<file path="src/rtl/e203_axi_arb_ctrl.sv">
// Round-robin arbiter that lets NUM_MST AXI masters share one slave, one transaction at a time.
// Define E203_AXI_ARB_TIMEOUT_EN to build in the per-transaction watchdog (to_err).
module e203_axi_arb_ctrl #(
    parameter int unsigned NUM_MST  = 4,
    parameter int unsigned TO_LIMIT = 255
) (
    input  logic               clk,
    input  logic               rst,
    input  logic [NUM_MST-1:0] mst_arvalid,
    input  logic [NUM_MST-1:0] mst_awvalid,
    input  logic               slv_arready,
    input  logic               slv_awready,
    input  logic               slv_rvalid,
    input  logic               slv_rready,
    input  logic               slv_rlast,
    input  logic               slv_bvalid,
    input  logic               slv_bready,
    output logic [NUM_MST-1:0] gnt,
    output logic               gnt_wr,
    output logic               arb_busy,
    output logic               to_err
);

    localparam int unsigned IDX_W = (NUM_MST > 1) ? $clog2(NUM_MST) : 1;

    typedef enum logic [1:0] {
        IDLE  = 2'd0,
        ADDR  = 2'd1,
        RDATA = 2'd2,
        WRESP = 2'd3
    } state_e;

    state_e             state_q, state_d;
    logic [NUM_MST-1:0] gnt_q, gnt_d;
    logic               gnt_wr_q, gnt_wr_d;
    logic               busy_q, busy_d;
    logic               to_err_q, to_err_d;
    logic [IDX_W-1:0]   ptr_q, ptr_d;
    logic [IDX_W-1:0]   idx_q, idx_d;

    logic [NUM_MST-1:0] req_c;
    logic               win_found_c;
    logic [IDX_W-1:0]   win_idx_c;
    int unsigned        cand_c;
    logic               addr_hs_c;
    logic               cmpl_c;

`ifdef E203_AXI_ARB_TIMEOUT_EN
    logic [7:0]         cnt_q, cnt_d;
    logic               tmo_c;
`endif

    // Round-robin search starting just above the last served master.
    always_comb begin
        req_c       = mst_arvalid | mst_awvalid;
        win_found_c = 1'b0;
        win_idx_c   = '0;
        cand_c      = 0;
        for (int unsigned k = 1; k <= NUM_MST; k++) begin
            cand_c = (32'(ptr_q) + k) % NUM_MST;
            if (!win_found_c && req_c[IDX_W'(cand_c)]) begin
                win_found_c = 1'b1;
                win_idx_c   = IDX_W'(cand_c);
            end
        end
    end

    always_comb begin
        addr_hs_c = gnt_wr_q ? ((|(mst_awvalid & gnt_q)) & slv_awready)
                             : ((|(mst_arvalid & gnt_q)) & slv_arready);
        cmpl_c    = ((state_q == RDATA) && slv_rvalid && slv_rready && slv_rlast) ||
                    ((state_q == WRESP) && slv_bvalid && slv_bready);
    end

    always_comb begin
        state_d  = state_q;
        gnt_d    = gnt_q;
        gnt_wr_d = gnt_wr_q;
        ptr_d    = ptr_q;
        idx_d    = idx_q;
        to_err_d = 1'b0;
`ifdef E203_AXI_ARB_TIMEOUT_EN
        cnt_d    = cnt_q;
        tmo_c    = 1'b0;
`endif
        case (state_q)
            IDLE: begin
                if (win_found_c) begin
                    state_d  = ADDR;
                    gnt_d    = NUM_MST'(1) << win_idx_c;
                    gnt_wr_d = ~mst_arvalid[win_idx_c];
                    idx_d    = win_idx_c;
                end
            end
            ADDR: begin
                if (addr_hs_c) begin
                    state_d = gnt_wr_q ? WRESP : RDATA;
                end
            end
            default: ;
        endcase

`ifdef E203_AXI_ARB_TIMEOUT_EN
        // Saturating watchdog; any exit taken this cycle beats the timeout.
        if (state_q == IDLE) begin
            if (win_found_c) begin
                cnt_d = '0;
            end
        end else begin
            if (cnt_q != 8'hFF) begin
                cnt_d = cnt_q + 8'd1;
            end
            tmo_c = (cnt_q >= 8'(TO_LIMIT)) && !cmpl_c &&
                    !((state_q == ADDR) && addr_hs_c);
        end
        if (tmo_c) begin
            to_err_d = 1'b1;
        end
`endif

        if (cmpl_c
`ifdef E203_AXI_ARB_TIMEOUT_EN
            || tmo_c
`endif
        ) begin
            state_d  = IDLE;
            gnt_d    = '0;
            gnt_wr_d = 1'b0;
            ptr_d    = idx_q;
        end

        busy_d = (state_d != IDLE);
    end

    always_ff @(posedge clk or posedge rst) begin
        if (rst) begin
            state_q  <= IDLE;
            gnt_q    <= '0;
            gnt_wr_q <= 1'b0;
            busy_q   <= 1'b0;
            to_err_q <= 1'b0;
            ptr_q    <= IDX_W'(NUM_MST - 1);
            idx_q    <= '0;
`ifdef E203_AXI_ARB_TIMEOUT_EN
            cnt_q    <= '0;
`endif
        end else begin
            state_q  <= state_d;
            gnt_q    <= gnt_d;
            gnt_wr_q <= gnt_wr_d;
            busy_q   <= busy_d;
            to_err_q <= to_err_d;
            ptr_q    <= ptr_d;
            idx_q    <= idx_d;
`ifdef E203_AXI_ARB_TIMEOUT_EN
            cnt_q    <= cnt_d;
`endif
        end
    end

    assign gnt      = gnt_q;
    assign gnt_wr   = gnt_wr_q;
    assign arb_busy = busy_q;
    assign to_err   = to_err_q;

endmodule

</file>
<file path="config.mk">
export PLATFORM = sky130hd
export DESIGN_NAME = e203_axi_arb_ctrl
export DESIGN_NICKNAME = d
export VERILOG_FILES = /design/src/rtl/e203_axi_arb_ctrl.sv
export SDC_FILE = /design/constraint.sdc
export NUM_CORES = 1
export LEC_CHECK = 0
export CAP_MARGIN = 30
export CORE_MARGIN = 4
export CORE_UTILIZATION = 45
export DETAILED_ROUTE_END_ITERATION = 6
export HOLD_SLACK_MARGIN = 0.12
export PLACE_DENSITY = 0.75
export SLEW_MARGIN = 15
export SYNTH_ARGS = -nofsm -noshare
export SYNTH_HDL_FRONTEND = slang
export SYNTH_SLANG_ARGS = --single-unit
export TNS_END_PERCENT = 100
</file>
<file path="constraint.sdc">
create_clock -name clk -period 2.2 [get_ports clk]
set_input_delay 0.44 -clock clk [delete_from_list [all_inputs] [get_ports clk]]
set_output_delay 0.44 -clock clk [all_outputs]
set_load 0.03 [all_outputs]
</file>
==> flow_summary.toml, run 1 <==
[status]
status = "finished, final reports clean"

[route]
drt_first_pass_iters = 4
ant_nets = 0
wl_um = 2240
via_per_inst = 5.97
drt_iter0_drc = 30
vias = 865
post-route-drc-count = 0
post_drt_wl_per_cell_um = 15.5

[floorplan]
core_sq_um = 1580
io_pins = 24
dieArea_sq_um = 2480
start_util = 0.498
fp.dieH_um = 49.8
die_w_um = 49.8
rows = 14

[layout]
final_core_util = 0.736
drive_gt1_frac = 0.202
antennaDiodeCount = 0
num-fill-cells = 122
fin_nets = 148
area_growth_pct = 47.8

[power]
powerDensity_nw_per_um2 = 1160
power_leakage_nw = 0.488
power_w = 0.00134
ir_worst_vdd_mv = 0.769

[global_routing]
grt_pass1_vias = 868
grt_overflow = 0
grt_max_degree = 13
grt_first_pass_wirelength_um = 3830
grt_usage = 0.202
antenna_found_initial = 0

[clock_tree]
cts.path.max_buffers = 2
post_cts_resize_count = 0
worst_skew_pair.late_latency_ns = 0.27
ctsHoldBuffers = 0
cts_root_buf = "clkbuf_4"
cts_sinks = 12
numCtsBuffers = 3
cts_tree = "yes"
h-tree-depth = 1
postCtsSetupBuffers = 0
clk_pin_slew_ns = 0.07

[synth]
synth-seq-area-share = 0.386
ys.flop_type = "dfrtp_1"
synthesis.nets = 108
synth_edf_count = 0
netlist_area_sq_um = 785
yosysWarnings = 0
syn_inst = 91
synth-seq-cells = 12
synthArstFlopShare = 1.00
syn_avg_cell_area_sq_um = 8.62
synth_cell_type_count = 37
synth_top_cell_area_share = 0.319
synth_top_cell_by_area = "dfrtp_1"
synth.area.top_cells = "dfrtp_1 32%, dfstp_2 6.7%, a21oi_1 4.5%"

[timing]
fmax_ghz = 0.486
grt_setup_unrepaired = "no"
finalCriticalPeriod_ns = 2.06
holdWs_ns = 0.464
fin_crit_sh = 0.935
fin_skew_ns = 0.00330
setup_viol = 0
final_hold_viol_count = 0
drv_slew = 0
setup_ws_ns = 0.143

[critical_path]
r2r-start = "ptr_q[1]"
worst-path-max-fanout = 4
worstSetupPathType = "input port to flip-flop"
rrSetupSlack_ns = 0.39
cp-end-kind = "flip-flop"
cp_data_arrival_time_ns = 2.25
crit_path_start = "mst_awvalid[1]"
required_ns = 2.39
startpoint_type = "input port"

[place]
io_buffers = 22
dp_hpwl_um = 1820
place_ws_ns = -0.110
gp_congestion = 0.915

[min_path]
min_path_type = "input port to async pin"

[job]
cap_viol_max_count = 0
## area by class of cell
class	count	area [sq um]	area share
Sequential cell	12	303	0.261
Tap cell	16	20.0	0.0173
Multi-Input combinational cell	70	444	0.383
Clock buffer	3	22.5	0.0194
Timing Repair Buffer	40	355	0.306
Inverter	4	15.0	0.0129
## per-stage QoR
stage | area (sq um) | TNS (ns) | cells
finish | 1160 | 0 | 145
global route | 1160 | 0 | 145
CTS | 1160 | 0 | 145
detailed placement | 1140 | -0.275 | 142
global placement | 1140 | -0.156 | 142
floorplan | 785 | 0 | 91
## registers in the layout (all words and copies together) (netlist names)
signal    cells
ptr_q         2
gnt_wr        1
state_q       2
gnt           4
idx_q         2
arb_busy      1
## synthesized netlist by cell type, drive strengths merged (2+ instances only)
cell	number
a22o	2
a21o	2
clkbuf	4
o21ai	5
nand2	8
nor2	9
a221oi	2
dfrtp	10
o2111ai	3
o211ai	3
a21oi	7
or2	3
inv	4
nand3	6
dfstp	2
## path summary, 6_finish.rpt
check	endpoint	cells past startpoint
worst max-delay path	gnt[2]	6
worst min-delay path	gnt[3]	2
worst max register to register	gnt[2]	4
worst min register to register	ptr_q[0]	2
max in group asynchronous	ptr_q[0]	2
min in group clk	ptr_q[0]	2
## per-layer routing
layer	wire length (um)	up-vias	share of wire	track usage
met5	0	-	0	0
met4	40	0	0.018	0.115
met3	157	5	0.070	0.0572
met2	1030	33	0.46	0.291
met1	1020	402	0.45	0.269
li1	-	425	-	-
## worst max-delay path, cell delays in order
cell,delay (ns)
clkdlybuf4s50_1,0.48
nor4_4,0.33
o22ai_1,0.11
a221o_1,0.40
or3_1,0.31
a21oi_1,0.17
## layout by cell type (no fill, tap or decap), types with 3 or more instances in the layout
master	count
inv_1	4
o2111ai_1	3
nand2_1	8
a21oi_1	7
o21ai_0	5
o211ai_1	3
nand3_1	6
buf_4	18
clkdlybuf4s50_1	22
nor2_1	9
clkbuf_4	3
dfrtp_1	10
## where the power goes
part	switching [W]	internal (W)	leakage [nW]	total, W
clock	0.0000668	0.0000634	0.0138	0.000130
combinational	0.000387	0.000383	0.331	0.000770
sequential	0.000108	0.000333	0.143	0.000441
total	0.000562	0.000779	0.488	0.00134
## cell families after synthesis
family,count (synthesis),share of synthesized area
flops,12,0.386
other cells,1,0.00478
compound gates,38,0.349
simple gates,30,0.198
buf+inv,9,0.0478
mux,1,0.0144
Note: power is estimated with default switching activity, not from simulation.
==> inputs of run 2 (changes only) <==
SLEW_MARGIN = unset   (was 15)
==> results of run 2 <==
Final layout, timing and power as in run 1 (identical DEF).
==> inputs of run 3 (changes only) <==
CORE_ASPECT_RATIO = 0.9   (was unset)
REMOVE_ABC_BUFFERS = 1   (was unset)
==> run 3 against run 2 <==
Sequential share of layout area fell by 0.20 points. Global-route usage fell by 0.19 points. Register-to-register slack got worse by 0.03 ns. Maximum frequency fell by 3.5%. Non-clock buffer count fell by 2. Utilization fell by 3.3 points. Die area barely moved. Combinational power fell by 2%. Cell area rose by 0.76%. Cell count rose by 4.8%. First-iteration DRC count fell by 47%. Critical path type unchanged. Largest power group unchanged. Highest routed layer unchanged.
==> flow_summary.toml, run 3 (synthesis gave the netlist of run 1 again) <==
[layout]
fin_nets = 146
final_cell_mix = "22 x clkdlybuf4s50_1, 16 x buf_4, 10 x dfrtp_1"
largest_register_ffs = 4
area_growth_pct = 49.0
fin_cells = 152
layout_commonest_cell = "clkdlybuf4s50_1"
num-fill-cells = 138
final_core_util = 0.702
antennaDiodeCount = 0
fin_area_sq_um = 1170
drive_gt1_frac = 0.195

[floorplan]
fp.dieH_um = 47.6
rows = 14
io_pins = 24
dieArea_sq_um = 2480
die_w_um = 52.0
core_sq_um = 1660
start_util = 0.471

[global_routing]
grt_max_degree = 13
grt_overflow = 0
grt_pass1_vias = 879
grt_usage = 0.200
antenna_found_initial = 0
grt_first_pass_wirelength_um = 3660

[power]
p_int_w = 0.000797
ir_worst_vdd_mv = 0.815
seq_power_share = 0.326
powerDensity_nw_per_um2 = 1170
switchingPower_w = 0.000565
power_leakage_nw = 0.484
combPwrFrac = 0.552
clockPowerShare = 0.122
netSwitchingFraction = 0.415

[route]
drt_iter0_drc = 16
post-route-drc-count = 0
drt_first_pass_iters = 4
post_drt_wl_per_cell_um = 14.7
ant_nets = 0
wl_um = 2230
via_per_inst = 5.82
vias = 884

[clock_tree]
cts_root_buf = "clkbuf_4"
h-tree-depth = 1
post_cts_resize_count = 0
postCtsSetupBuffers = 0
numCtsBuffers = 3
ctsHoldBuffers = 0
clk_pin_slew_ns = 0.07
worst_skew_pair.late_latency_ns = 0.26
cts_tree = "yes"
cts_sinks = 12
cts.path.max_buffers = 2

[timing]
fin_skew_ns = 0.00437
finalCriticalPeriod_ns = 2.13
grt_setup_unrepaired = "no"
fin_crit_sh = 0.969
setup_ws_ns = 0.0675
fin_setup_tns_ns = 0
drv_slew = 0
fmax_ghz = 0.469
final_hold_viol_count = 0
setup_viol = 0

[status]
status = "finished, final reports clean"

[critical_path]
cp_data_arrival_time_ns = 2.32
required_ns = 2.39
cp-end-kind = "flip-flop"
crit_path_start = "mst_awvalid[1]"
worstSetupPathType = "input port to flip-flop"
worst-path-max-fanout = 5
r2r-start = "ptr_q[1]"
startpoint_type = "input port"

[place]
dp_hpwl_um = 1830
io_buffers = 22
gp_congestion = 0.898
dp.cells = 148
placed_cell_area_sq_um = 1130
place_ws_ns = -0.179

[min_path]
min_path_type = "input port to async pin"

[job]
cap_viol_max_count = 0
## run 3: cell count changes in the layout (fill, tap and decap cells not counted)
cell | previous run | this run
buf_4 | 18 | 16
clkbuf_8 | 0 | 1
## run 3: metrics by stage
step	hold WS, ns	power, W
finish	0.468	0.00136
global route	0.512	0.00145
detailed placement	0.479	0.00119
CTS	0.472	0.00136
floorplan	0.303	0.000848
global placement	0.465	0.00116
## run 3: final cells by class
| cell class | instances | area [sq um] | share of cell area |
|---|---|---|---|
| Timing Repair Buffer | 38 | 340 | 0.291 |
| Multi-Input combinational cell | 70 | 444 | 0.380 |
| Clock buffer | 4 | 36.3 | 0.0310 |
| Inverter | 4 | 15.0 | 0.0128 |
| Sequential cell | 12 | 303 | 0.259 |
| Tap cell | 24 | 30.0 | 0.0257 |
## run 3: power groups by stage
stage / registers (W) / logic [W] / clock network [W]
after floorplan: 0.000490 / 0.000358 / 0
after global placement: 0.000441 / 0.000723 / 0
after detailed placement: 0.000444 / 0.000747 / 0
after CTS: 0.000440 / 0.000751 / 0.000171
after global routing: 0.000459 / 0.000812 / 0.000182
final: 0.000444 / 0.000753 / 0.000166
## run 3: worst max-delay path: stages
cell and delay [ns]:
clkdlybuf4s50_1 0.52, nor4_4 0.33, o22ai_1 0.11, a221o_1 0.43, or3_1 0.33, a21oi_1 0.15
## run 3: path summary, 6_finish.rpt
check,end,slack [ns],depth (start not counted)
worst max-delay path,gnt[2],0.07,6
worst min-delay path,state_q[1],0.47,2
worst max register to register,gnt[2],0.36,5
worst min register to register,idx_q[1],0.50,2
max in group asynchronous,ptr_q[0],1.39,2
min in group clk,idx_q[1],0.50,2
## run 3: metal layers
layer / share of wire / global-route usage / up-vias
li1: - / - / 420
met3: 0.051 / 0.0218 / 6
met2: 0.49 / 0.323 / 29
met5: 0 / 0 / -
met4: 0.024 / 0.141 / 0
met1: 0.44 / 0.257 / 429
